**src/rtl/rf_frame_serializer.sv**
```systemverilog
// rf_frame_serializer: builds preamble / sync / length / payload frames and
// shifts them out NRZ, one bit per two clk2x cycles, aligned to the
// Manchester encoder's two-phase sampling (bits change only on ph==1 edges).
//
// state | meaning
// ------+--------------------------------------------------------------
// IDLE  | waiting for tx_start (length captured into byte_cnt on accept)
// ARM   | request accepted, waiting for the ph==1 edge to emit bit 0
// PRE   | din_out holds a preamble bit (alternating, starting with 1)
// SYNC  | din_out holds a sync word bit, MSB first
// LEN   | din_out holds a length byte bit, MSB first
// PAY   | din_out holds a payload bit, MSB first
// FIN   | frame end; collapsed onto the exit edge, never registered
//
// bit_cnt is a down-counter of bits still to follow in the current field;
// the ph==1 edge with bit_cnt==0 ends the field. byte_cnt holds the length
// during LEN and then the number of payload bytes still to fetch.
module rf_frame_serializer #(
  parameter int          PREAMBLE_BITS = 16,
  parameter int          SYNC_BITS     = 16,
  parameter logic [31:0] SYNC_WORD     = 32'h0000_D391
) (
  input  logic       clk2x,
  input  logic       rst,
  input  logic       tx_start,
  input  logic [7:0] tx_len,
  input  logic [7:0] byte_data,
  input  logic       byte_valid,
  output logic       byte_ready,
  output logic       din_out,
  output logic       enc_enable,
  output logic       busy,
  output logic       done,
  output logic       underrun
);

  localparam int             SB        = SYNC_BITS;
  localparam logic [SB-1:0]  SW        = SYNC_WORD[SB-1:0];
  localparam logic [5:0]     PRE_LAST  = 6'(PREAMBLE_BITS - 1);
  localparam logic [5:0]     SYNC_LAST = 6'(SYNC_BITS - 1);

  typedef enum logic [2:0] {IDLE, ARM, PRE, SYNC, LEN, PAY, FIN} state_t;

  state_t        state, state_nxt;
  logic          ph;
  logic [5:0]    bit_cnt, bit_cnt_nxt;
  logic [7:0]    byte_cnt, byte_cnt_nxt;
  logic [SB-1:0] sh, sh_nxt;
  logic          din_nxt, en_nxt, busy_nxt, done_nxt, underrun_nxt;
  logic          field_end;

  assign field_end = (bit_cnt == 6'd0);

  // State, phase and datapath registers; ph free-runs from reset release.
  always_ff @(posedge clk2x or posedge rst) begin
    if (rst) begin
      state      <= IDLE;
      ph         <= 1'b0;
      bit_cnt    <= '0;
      byte_cnt   <= '0;
      sh         <= '0;
      din_out    <= 1'b0;
      enc_enable <= 1'b0;
      busy       <= 1'b0;
      done       <= 1'b0;
      underrun   <= 1'b0;
    end else begin
      state      <= state_nxt;
      ph         <= ~ph;
      bit_cnt    <= bit_cnt_nxt;
      byte_cnt   <= byte_cnt_nxt;
      sh         <= sh_nxt;
      din_out    <= din_nxt;
      enc_enable <= en_nxt;
      busy       <= busy_nxt;
      done       <= done_nxt;
      underrun   <= underrun_nxt;
    end
  end

  // Next-state, bit sequencing, byte fetch and frame termination.
  always_comb begin
    state_nxt    = state;
    bit_cnt_nxt  = bit_cnt;
    byte_cnt_nxt = byte_cnt;
    sh_nxt       = sh;
    din_nxt      = din_out;
    en_nxt       = enc_enable;
    busy_nxt     = busy;
    done_nxt     = 1'b0;
    underrun_nxt = 1'b0;
    byte_ready   = 1'b0;

    case (state)
      IDLE: begin
        if (tx_start) begin
          state_nxt    = ARM;
          byte_cnt_nxt = tx_len;
          busy_nxt     = 1'b1;
        end
      end

      ARM: begin
        if (ph) begin
          state_nxt   = PRE;
          din_nxt     = 1'b1;
          en_nxt      = 1'b1;
          bit_cnt_nxt = PRE_LAST;
        end
      end

      PRE: begin
        if (ph) begin
          if (field_end) begin
            state_nxt   = SYNC;
            din_nxt     = SW[SB-1];
            sh_nxt      = SW << 1;
            bit_cnt_nxt = SYNC_LAST;
          end else begin
            din_nxt     = ~din_out;
            bit_cnt_nxt = bit_cnt - 6'd1;
          end
        end
      end

      SYNC: begin
        if (ph) begin
          if (field_end) begin
            state_nxt          = LEN;
            din_nxt            = byte_cnt[7];
            sh_nxt             = '0;
            sh_nxt[SB-1 -: 8]  = {byte_cnt[6:0], 1'b0};
            bit_cnt_nxt        = 6'd7;
          end else begin
            din_nxt     = sh[SB-1];
            sh_nxt      = sh << 1;
            bit_cnt_nxt = bit_cnt - 6'd1;
          end
        end
      end

      LEN, PAY: begin
        // A byte is needed at the end of LEN and of every byte but the last.
        byte_ready = field_end && (byte_cnt != 8'd0);
        if (ph) begin
          if (field_end) begin
            if (byte_cnt == 8'd0) begin
              state_nxt = IDLE;
              din_nxt   = 1'b0;
              en_nxt    = 1'b0;
              busy_nxt  = 1'b0;
              done_nxt  = 1'b1;
            end else if (byte_valid) begin
              state_nxt          = PAY;
              din_nxt            = byte_data[7];
              sh_nxt             = '0;
              sh_nxt[SB-1 -: 8]  = {byte_data[6:0], 1'b0};
              bit_cnt_nxt        = 6'd7;
              byte_cnt_nxt       = byte_cnt - 8'd1;
            end else begin
              state_nxt    = IDLE;
              din_nxt      = 1'b0;
              en_nxt       = 1'b0;
              busy_nxt     = 1'b0;
              underrun_nxt = 1'b1;
            end
          end else begin
            din_nxt     = sh[SB-1];
            sh_nxt      = sh << 1;
            bit_cnt_nxt = bit_cnt - 6'd1;
          end
        end
      end

      default: begin
        state_nxt = IDLE;
        din_nxt   = 1'b0;
        en_nxt    = 1'b0;
        busy_nxt  = 1'b0;
      end
    endcase
  end

endmodule

```
**config.mk**
```make
export PLATFORM = sky130hd
export DESIGN_NAME = rf_frame_serializer
export DESIGN_NICKNAME = d
export VERILOG_FILES = /design/src/rtl/rf_frame_serializer.sv
export SDC_FILE = /design/constraint.sdc
export NUM_CORES = 1
export LEC_CHECK = 0
export CORE_MARGIN = 2
export CORE_UTILIZATION = 60
export CTS_CLUSTER_DIAMETER = 200
export CTS_CLUSTER_SIZE = 30
export DETAILED_ROUTE_END_ITERATION = 16
export PLACE_DENSITY_LB_ADDON = 0.15
export SKIP_CTS_REPAIR_TIMING = 1
export SYNTH_ARGS = -nofsm -noshare
export SYNTH_HDL_FRONTEND = slang
export SYNTH_SLANG_ARGS = --single-unit
```
**constraint.sdc**
```tcl
create_clock -name clk2x -period 5.45 [get_ports clk2x]
set_clock_uncertainty 0.2 [all_clocks]
set_input_delay 1.09 -clock clk2x [delete_from_list [all_inputs] [get_ports clk2x]]
set_output_delay 1.09 -clock clk2x [all_outputs]
set_load 0.05 [all_outputs]
```
==> flow_summary.ini <==
[synth]
synthCells = 260
ys_types = 60
ys_ff_latch = 38
ys.warnings.count = 0
synth_top_area_share_pct = 39.50
synthTopCellsByArea = dfrtp_1 (40%), mux2i_1 (3.3%), a21oi_1 (3.1%)
synth_area_per_cell_um2 = 9.259
syn_nets = 283
yosysTopAreaCell = dfrtp_1
synth_area_um2 = 2407
ys_seq_area_share_pct = 39.50
synth_edf_count = 0
synthFlopType = dfrtp_1
async_flop_share_pct = 100.0

[timing]
slew_viol_final = 0
worst_pin_slew_ns = 1.201
fin_crit_sh_pct = 73.19
setup_viol = 0
period_needed_ns = 3.989
final.setup.tns_ns = 0
slew_headroom_pct = 19.94
rsz0062_at_grt = no
finalHoldViolations = 0
fmax_ghz = 0.2507

[detailed_routing]
via_per_inst = 6.542
vias = 2159
antenna_left = 0
initialDrtViolationCount = 234
drc_errors = 0
wirelength_mm = 5.862
drtPass1Iterations = 5
wl_per_cell_um = 17.76

[floorplan]
ios = 26
die_x_um = 67.34
core_um2 = 3943
start_util_pct = 61.06
die_height_um = 67.34
die_area_um2 = 4535
rows = 23

[clock_network]
clk_pin_slew_ns = 0.08
cts_buffer_depth = 2
cts_tree = done
clk_latency_ns = 0.30
cts-root-buf = clkbuf_8
cts_buffers = 5
cts-htree-levels = 2
cts_sinks = 38

[finish]
nNetsFinal = 302
final_util_pct = 71.41
syn2layout_area_growth_pct = 16.94
antennaDiodeCount = 0
area.sequential_um2 = 950.9
fillers = 319
multi_input_area_um2 = 1300
drive_gt1_share_pct = 9.643

[min_path]
hp-start = sh[10]
whs_path_depth = 1
holdPathEnd = sh[10]
hold_class = reg -> reg

[placement]
finalWeightedCongestion = 0.9603
numPortBuffers = 25
hpwl_mm = 4.014

[critical_path]
start_kind = flop
arrival_ns = 2.70
critical_path_class = reg -> out
r2r_start = state[1]
reg2reg_depth = 4
worstSetupEndpointType = output port
critPathRequiredTime_ns = 4.16
r2r_slack_ns = 2.16
timing.rr.end = sh[14]
worstPathMaxFanout = 11

[power]
peakVddDrop_uv = 308.1
p_leak_uw = 0.001121
powerDensity_nw_per_um2 = 458.4

[global_routing]
antenna_found_initial = 0
grt_pass1_wl_mm = 9.584
grt_overflow = 0
grt_pass1_vias = 1928
grt_max_degree = 39
grt.total_usage_pct = 28.36

[run]
drv_cap = 0

[outcome]
status = finished clean
report_power, final:
part           total (uW)  leakage, uW  internal, uW  switching, uW
registers             480     0.000449           374            106
logic                 509     0.000601           241            268
clock network         301    0.0000714           195            106
synth_stat cells, types with 3 or more instances:
library cell and count:
a211oi_1 6, a21oi_1 15, a22oi_1 10, a2bb2oi_1 5, a31oi_1 3, a32o_1 3
and2_1 3, and3_1 3, buf_2 5, clkbuf_1 10, dfrtp_1 38, ha_1 3
inv_1 20, mux2_2 4, mux2_4 3, mux2i_1 8, nand2_1 19, nand2b_1 3
nand3_1 7, nor2_1 13, nor2b_1 3, nor3_1 7, o211ai_1 6, o21ai_0 15
o22ai_1 3, o2bb2ai_1 3, or3_1 3
registers in the layout, summed over array words and instances, names as in the netlist:
name and count:
sh 15, byte_cnt 8, bit_cnt 6, state 3
busy 1, din_out 1, done 1, enc_enable 1
ph 1, underrun 1
cell families (layout without fill, tap and decap cells):
family	Yosys count	after routing	synth area share, %
compound gates	91	91	28.17
simple gates	72	72	16.01
flops	38	38	39.50
buf+inv	38	58	6.496
mux	16	16	7.536
fa+ha+maj	3	3	1.559
xor+xnor	2	2	0.7278
routing by layer:
| layer | vias to the layer above | GRT usage (%) | wire [um] |
|---|---|---|---|
| met1 | 1038 | 40.58 | 2559 |
| li1 | 1016 | - | - |
| met4 | 0 | 5.612 | 65 |
| met3 | 10 | 6.833 | 407 |
| met5 | - | 0 | 0 |
| met2 | 95 | 44.06 | 2828 |
worst max-delay path, cell delays in order (launching register included):
cell	delay, ns
dfrtp_1	0.39
inv_1	0.08
ha_1	0.22
nor4b_1	0.27
buf_4	0.23
nand3_1	0.22
nor2_1	0.17
clkdlybuf4s50_1	0.81
layout make-up:
type | instances | area share, %
Multi-Input combinational cell | 184 | 46.18
Clock buffer | 6 | 2.933
Timing Repair Buffer | 29 | 9.956
Clock inverter | 2 | 2.133
Inverter | 21 | 2.800
Sequential cell | 38 | 33.78
Tap cell | 50 | 2.222
stage by stage:
step	worst slack [ns]	instances	total power [uW]	hold WS, ns	cell area (um2)
2_1_floorplan	2.160	260	863.5	0.2588	2407
3_3_place_gp	1.836	322	966.8	0.2696	2673
3_5_place_dp	1.787	322	982.4	0.2789	2673
4_1_cts	1.494	330	1284	0.2947	2815
5_1_grt	1.298	330	1369	0.3177	2815
6_report	1.461	330	1291	0.2932	2815
worst max-delay path by stage:
stage	startpoint	end	slack (ns)	cells past startpoint
final	bit_cnt[0]	byte_ready	1.46	7
after global routing	bit_cnt[0]	byte_ready	1.30	7
after CTS	bit_cnt[0]	byte_ready	1.49	7
after detailed placement	byte_valid	sh[9]	1.79	4
after global placement	byte_valid	sh[14]	1.84	4
after floorplan	bit_cnt[0]	byte_ready	2.16	6
cells in the final DEF, fill, tap and decap left out, drive strengths merged, types with 3 or more instances in the layout:
| cell type | n |
|---|---|
| inv | 20 |
| o21ai | 16 |
| clkbuf | 6 |
| nor3 | 8 |
| nand2 | 19 |
| dfrtp | 38 |
| nand3 | 7 |
| and2 | 3 |
| mux2i | 8 |
| o211ai | 6 |
| a32o | 3 |
| ha | 3 |
| a21oi | 15 |
| a2bb2oi | 5 |
| o2bb2ai | 3 |
| nor2 | 13 |
| buf | 4 |
| mux2 | 8 |
| and3 | 3 |
| o2111ai | 3 |
| a211oi | 6 |
| a22oi | 10 |
| a31oi | 3 |
| or4b | 3 |
| o22ai | 3 |
| nor2b | 3 |
| clkdlybuf4s50 | 25 |
| or3 | 3 |
| nand2b | 3 |
Power figures use the tool's default switching activity.
